### config.mk
export PLATFORM = sky130hd
export DESIGN_NAME = alu_share_ctrl
export DESIGN_NICKNAME = d
export VERILOG_FILES = /design/src/rtl/alu_pkg.sv /design/src/rtl/alu_arb2.sv /design/src/rtl/alu_share_ctrl.sv
export SDC_FILE = /design/constraint.sdc
export NUM_CORES = 1
export LEC_CHECK = 0
export ABC_AREA = 1
export CAP_MARGIN = 25
export CORE_AREA = 2 2 116 130
export DETAILED_ROUTE_END_ITERATION = 12
export DIE_AREA = 0 0 118 132
export GPL_ROUTABILITY_DRIVEN = 0
export PLACE_DENSITY = 0.75
export SYNTH_ARGS = -nofsm -noshare
export SYNTH_HDL_FRONTEND = slang
export SYNTH_SLANG_ARGS = --single-unit
export TNS_END_PERCENT = 30
### constraint.sdc
create_clock -name clk -period 1.34 [get_ports clk]
set_input_delay 0.201 -clock clk [delete_from_list [all_inputs] [get_ports clk]]
set_output_delay 0.201 -clock clk [all_outputs]
set_load 0.02 [all_outputs]
### src/rtl/alu_pkg.sv
// Shared definitions for the ALU sharing controller: opcode constants,
// controller state encoding, settle-counter width and the opcode legality check.
package alu_pkg;

   // Width of the settle counter; covers SETTLE_CYCLES up to 15.
   localparam int CNT_W = 4;

   localparam logic [2:0] OP_AND = 3'b000;
   localparam logic [2:0] OP_OR  = 3'b001;
   localparam logic [2:0] OP_ADD = 3'b010;
   localparam logic [2:0] OP_BEQ = 3'b100;
   localparam logic [2:0] OP_SUB = 3'b110;
   localparam logic [2:0] OP_SLT = 3'b111;

   // An illegal opcode is reported from ST_RESP with rsp_err set, so no separate error state.
   typedef enum logic [1:0] {
      ST_IDLE   = 2'd0,
      ST_SETTLE = 2'd1,
      ST_RESP   = 2'd2
   } state_e;

   function automatic logic is_legal_op(input logic [2:0] op);
      case (op)
         OP_AND, OP_OR, OP_ADD, OP_BEQ, OP_SUB, OP_SLT: is_legal_op = 1'b1;
         default:                                       is_legal_op = 1'b0;
      endcase
   endfunction

endpackage

### src/rtl/alu_arb2.sv
// Two-requester grant logic for the shared ALU.
// ALU_SHARE_RR_EN defined: ties alternate (round-robin on last_grant).
// ALU_SHARE_RR_EN undefined: req0 wins every tie, no history register.
module alu_arb2
   import alu_pkg::*;
(
`ifdef ALU_SHARE_RR_EN
   input  logic clk,
   input  logic reset,
   input  logic accept_i,
`endif
   input  logic valid0_i,
   input  logic valid1_i,
   output logic any_valid_o,
   output logic grant_o
);

   logic tie_grant;

`ifdef ALU_SHARE_RR_EN
   logic last_grant_q;

   // Remember the winner of the last accepted request; starts at 1 so req0 wins the first tie.
   always_ff @(posedge clk) begin
      if (reset) begin
         last_grant_q <= 1'b1;
      end else if (accept_i) begin
         last_grant_q <= grant_o;
      end
   end

   assign tie_grant = ~last_grant_q;
`else
   assign tie_grant = 1'b0;
`endif

   assign any_valid_o = valid0_i | valid1_i;

   // Grant the only valid requester, or apply the tie policy when both are valid.
   always_comb begin
      // NOTE: default assignment first so every path drives grant_o and no latch is inferred.
      grant_o = 1'b0;
      if (valid0_i && valid1_i) begin
         grant_o = tie_grant;
      end else if (valid1_i) begin
         grant_o = 1'b1;
      end
   end

endmodule

### src/rtl/alu_share_ctrl.sv
// Shares one combinational 32-bit ALU between two requesters.
// Accepts one request in IDLE, holds its operands on the ALU for SETTLE_CYCLES,
// captures result/zero, then presents a tagged response until consumed.
// Illegal opcodes skip the ALU and respond immediately with rsp_err set.
// Tie policy selected by the ALU_SHARE_RR_EN macro (see alu_arb2).
module alu_share_ctrl
   import alu_pkg::*;
#(
   parameter int unsigned SETTLE_CYCLES = 4
) (
   input  logic        clk,
   input  logic        reset,

   input  logic        req0_valid,
   output logic        req0_ready,
   input  logic [2:0]  req0_op,
   input  logic [31:0] req0_a,
   input  logic [31:0] req0_b,

   input  logic        req1_valid,
   output logic        req1_ready,
   input  logic [2:0]  req1_op,
   input  logic [31:0] req1_a,
   input  logic [31:0] req1_b,

   output logic        rsp_valid,
   input  logic        rsp_ready,
   output logic        rsp_id,
   output logic [31:0] rsp_result,
   output logic        rsp_zero,
   output logic        rsp_err,

   output logic [31:0] alu_a,
   output logic [31:0] alu_b,
   output logic [2:0]  alu_op,
   input  logic [31:0] alu_sum,
   input  logic        alu_zero
);

   localparam logic [CNT_W-1:0] CNT_LOAD = CNT_W'(SETTLE_CYCLES - 1);
   localparam logic [CNT_W-1:0] CNT_ONE  = CNT_W'(1);

   state_e            state_q;
   logic [CNT_W-1:0]  cnt_q;
   logic [31:0]       alu_a_q;
   logic [31:0]       alu_b_q;
   logic [2:0]        alu_op_q;
   logic              rsp_id_q;
   logic [31:0]       rsp_result_q;
   logic              rsp_zero_q;
   logic              rsp_err_q;

   logic              any_valid;
   logic              grant;
   logic              accept_d;
   logic [2:0]        sel_op;
   logic [31:0]       sel_a;
   logic [31:0]       sel_b;

   alu_arb2 u_arb (
`ifdef ALU_SHARE_RR_EN
      .clk         (clk),
      .reset       (reset),
      .accept_i    (accept_d),
`endif
      .valid0_i    (req0_valid),
      .valid1_i    (req1_valid),
      .any_valid_o (any_valid),
      .grant_o     (grant)
   );

   // Readies are mutually exclusive because they decode a single grant bit.
   assign req0_ready = !reset && (state_q == ST_IDLE) && any_valid && !grant;
   assign req1_ready = !reset && (state_q == ST_IDLE) && any_valid &&  grant;
   assign accept_d   = req0_ready | req1_ready;

   assign sel_op = grant ? req1_op : req0_op;
   assign sel_a  = grant ? req1_a  : req0_a;
   assign sel_b  = grant ? req1_b  : req0_b;

   // ALU inputs come only from registers, so they cannot move during the settle window.
   assign alu_a      = alu_a_q;
   assign alu_b      = alu_b_q;
   assign alu_op     = alu_op_q;
   assign rsp_valid  = (state_q == ST_RESP);
   assign rsp_id     = rsp_id_q;
   assign rsp_result = rsp_result_q;
   assign rsp_zero   = rsp_zero_q;
   assign rsp_err    = rsp_err_q;

   // Controller FSM: accept, settle, respond; also owns all registered outputs.
   always_ff @(posedge clk) begin
      if (reset) begin
         // NOTE: the datapath registers are reset as well, because their values are visible on outputs.
         state_q      <= ST_IDLE;
         cnt_q        <= '0;
         alu_a_q      <= '0;
         alu_b_q      <= '0;
         alu_op_q     <= OP_AND;
         rsp_id_q     <= 1'b0;
         rsp_result_q <= '0;
         rsp_zero_q   <= 1'b0;
         rsp_err_q    <= 1'b0;
      end else begin
         // NOTE: non-blocking assignments so every register samples pre-edge values.
         case (state_q)
            ST_IDLE: begin
               if (accept_d) begin
                  rsp_id_q <= grant;
                  if (is_legal_op(sel_op)) begin
                     alu_a_q  <= sel_a;
                     alu_b_q  <= sel_b;
                     alu_op_q <= sel_op;
                     cnt_q    <= CNT_LOAD;
                     state_q  <= ST_SETTLE;
                  end else begin
                     // Illegal op never reaches the ALU; its last operands stay put.
                     rsp_result_q <= '0;
                     rsp_zero_q   <= 1'b0;
                     rsp_err_q    <= 1'b1;
                     state_q      <= ST_RESP;
                  end
               end
            end
            ST_SETTLE: begin
               if (cnt_q == '0) begin
                  rsp_result_q <= alu_sum;
                  rsp_zero_q   <= alu_zero;
                  rsp_err_q    <= 1'b0;
                  state_q      <= ST_RESP;
               end else begin
                  cnt_q <= cnt_q - CNT_ONE;
               end
            end
            ST_RESP: begin
               if (rsp_ready) begin
                  state_q <= ST_IDLE;
               end
            end
            default: state_q <= ST_IDLE;
         endcase
      end
   end

endmodule

==> impl_metrics.tcl <==
set metrics [dict create \
    grtUsageMet3 0.0636 \
    cp.required_ns 1.64 \
    stdcell_area_um2 8680 \
    r2r_end "alu_a[24]" \
    die-area_um2 15600 \
    fin_crit_sh 1.16 \
    ir_worst_vdd_uv 613 \
    combPwrFrac 0.342 \
    fin_cells 1211 \
    p_leak_nw 4.10 \
    drt_iter0_markers 236 \
    gr-total-overflow 0 \
    cts_buffers 9 \
    grt_pass1_vias 5179 \
    worstPathArrival_ns 1.85 \
    tritoncts "built" \
    synth_area_um2 4760 \
    clkPwrFrac 0.278 \
    finalSetupViolations 105 \
    post-place-cells 1180 \
    synth-main-ff-cell "dfxtp_1" \
    timing.fmax_mhz 645 \
    critPathKind "reg2reg" \
    wire_per_inst_um 13.7 \
    share_seq_of_total_power 0.381 \
    cts_sinks 108 \
    period_needed_ns 1.55 \
    area_delta_synth_final_pct 82.5 \
    endpoint "alu_a[24]" \
    ios 277 \
    met1_usage 0.229 \
    finalNetCount 1188 \
    synth_edf_count 0 \
    hold_violations 0 \
    yosys.cell_types.count 26 \
    start_kind "flip-flop" \
    grt_busiest_layer "met2" \
    firstDrtPassIters 4 \
    grt_pass1_wl_um 25800 \
    p_switching_mw 3.18 \
    startpoint "state_q[1]" \
    layout-drive-gt1-share 0.141 \
    vias_per_cell 4.51 \
    grt_util_all_layers 0.205 \
    initial_core_util 0.335 \
    htreeDepth 3 \
    violations "negative setup slack" \
    ctsRootBufferMaster "clkbuf_16" \
    synthArstFlopShare 0 \
    grt_max_degree 71 \
    regToRegSetupSlack_ns -0.21 \
    rows 46 \
    portBuffers 276 \
    grt_use_met2 0.362 \
    synth_warnings 0 \
    ys_seq_area_frac 0.454 \
    placed_cell_area_um2 7950 \
    status "finished, violations left" \
    r2r-start "state_q[1]" \
    drc 0 \
    p_int_mw 6.66 \
    tightest_slew_ns 0.545 \
    clockBufferDepth 2 \
    switching_share 0.323 \
    die_h_um 132 \
    path_clk_slew_ns 0.07 \
    syn-num-nets 893 \
    fillers 1321 \
    die_width_um 118 \
    antenna_found_initial 0 \
    power.density_nw_per_um2 1130 \
    post_synth_inst_count 719 \
    fin_ws_ns -0.210 \
    min_path_type "in2reg" \
    ant_nets 0 \
    dr_total_vias 5465 \
    diodes 0 \
    clk_latency_ns 0.35 \
    drv_cap 0 \
    core_area_um2 14200 \
    slew_headroom 0.636 \
    ys_ff_latch 108 \
    routed_wl_um 16500 \
    endpoint_kind "flip-flop" \
    dp_hpwl_um 11500 \
    clock_skew_ns 0.00944 \
    worstPathMaxFanout 7 \
    tns_ns -16.40 \
    power.total_mw 9.84 \
    synth.avg_cell_area_um2 6.62 \
    grt_setup_unrepaired "yes" \
    r2r_cells 12 \
    maxSlewViolCount 0 \
]
cell usage after synthesis (2+ instances only):
cell type	n	area, um^2
a21oi_1	40	200
nor2_1	136	510
nand2_1	284	1070
ha_1	2	25.0
buf_2	22	110
o21ai_1	11	55.1
nand3_1	7	35.0
dfxtp_1	108	2160
buf_6	5	56.3
a21oi_2	2	17.5
nand2_2	3	18.8
nand3b_1	3	22.5
inv_1	11	41.3
o21ai_0	57	285
xnor2_1	2	17.5
clkbuf_1	16	60.1
logic make-up after synthesis:
logic type	Yosys count	share of synthesized area
simple gates	439	0.359
xor+xnor	2	0.00368
flops	108	0.454
buf+inv	58	0.0600
compound gates	110	0.117
fa+ha+maj	2	0.00526
layout by cell type (no fill, tap or decap), types with 4 or more instances in the layout:
master / count
a21oi_1: 39
buf_12: 13
buf_16: 4
buf_4: 30
buf_6: 6
clkbuf_16: 11
clkdlybuf4s50_1: 169
dfxtp_1: 106
dlygate4sd2_1: 98
dlymetal6s2s_1: 4
inv_1: 7
inv_2: 4
nand2_1: 274
nand2_2: 10
nand3_1: 7
nor2_1: 106
nor2_2: 19
nor2_4: 12
o21ai_0: 35
o21ai_1: 20
o21ai_2: 13
critical path: stages, from the launching register on:
cell and delay (ns):
dfxtp_2 0.34, nor2_4 0.13, o21ai_2 0.08, inv_2 0.07, nand2_4 0.07, inv_4 0.07, buf_6 0.11, nand2_8 0.11
inv_12 0.12, buf_12 0.12, buf_12 0.15, nor2_1 0.05, nor2_1 0.08
flip-flops by register name, indices dropped and copies added (netlist names):
name and cells:
alu_a 32, alu_b 32, alu_op 3, cnt_q 4
rsp_err 1, rsp_id 1, rsp_result 32, rsp_zero 1
state_q 2
layout make-up:
class	instances	area (um^2)	area share
repair buffers	328	3330	0.384
multi-input cells	553	2570	0.296
flip-flops and latches	108	2160	0.249
well taps	192	240	0.0277
clock buffers	9	225	0.0259
clock inverters	7	75.1	0.00865
inverters	14	70.1	0.00807
worst min path at each step:
stage	start	endpoint	cells after the start
5_1_grt	alu_sum[24]	rsp_result[24]	3
3_3_place_gp	rsp_result[20]	rsp_result[20]	2
3_5_place_dp	rsp_result[10]	rsp_result[10]	2
6_report	alu_sum[24]	rsp_result[24]	3
4_1_cts	alu_sum[30]	rsp_result[30]	3
2_1_floorplan	alu_sum[0]	rsp_result[0]	2
routing by layer:
metal	up-vias	wire (um)	part of all wire
li1	2835	-	-
met5	-	0	0
met3	23	1340	0.081
met1	2393	6750	0.41
met4	0	384	0.023
met2	214	8070	0.49
per-stage QoR:
stage / worst slack (ns) / util / hold WS [ns]
after CTS: -0.228 / 0.590 / 0.390
after floorplan: -0.0582 / - / 0.349
after detailed placement: -0.656 / 0.559 / 0.451
after global placement: -0.612 / 0.559 / 0.445
final: -0.210 / 0.611 / 0.400
after global routing: -0.304 / 0.611 / 0.404
power by group through the flow:
stage          clock [mW]  sequential, mW  combinational, mW
2_1_floorplan           0            4.17               1.10
3_3_place_gp            0            3.78               3.09
3_5_place_dp            0            3.80               3.11
4_1_cts              2.79            3.72               3.17
5_1_grt              2.89            3.79               3.65
6_report             2.73            3.74               3.36
repair_timing:
item / CTS / global route
gates resized for setup: 167 / 65
hold buffers: 0 / 0
cloned: 5 / 2
endpoints found under the setup margin: 212 / 116
setup buffers: 3 / 6
pin swaps: 4 / 45
Power figures use the tool's default switching activity.
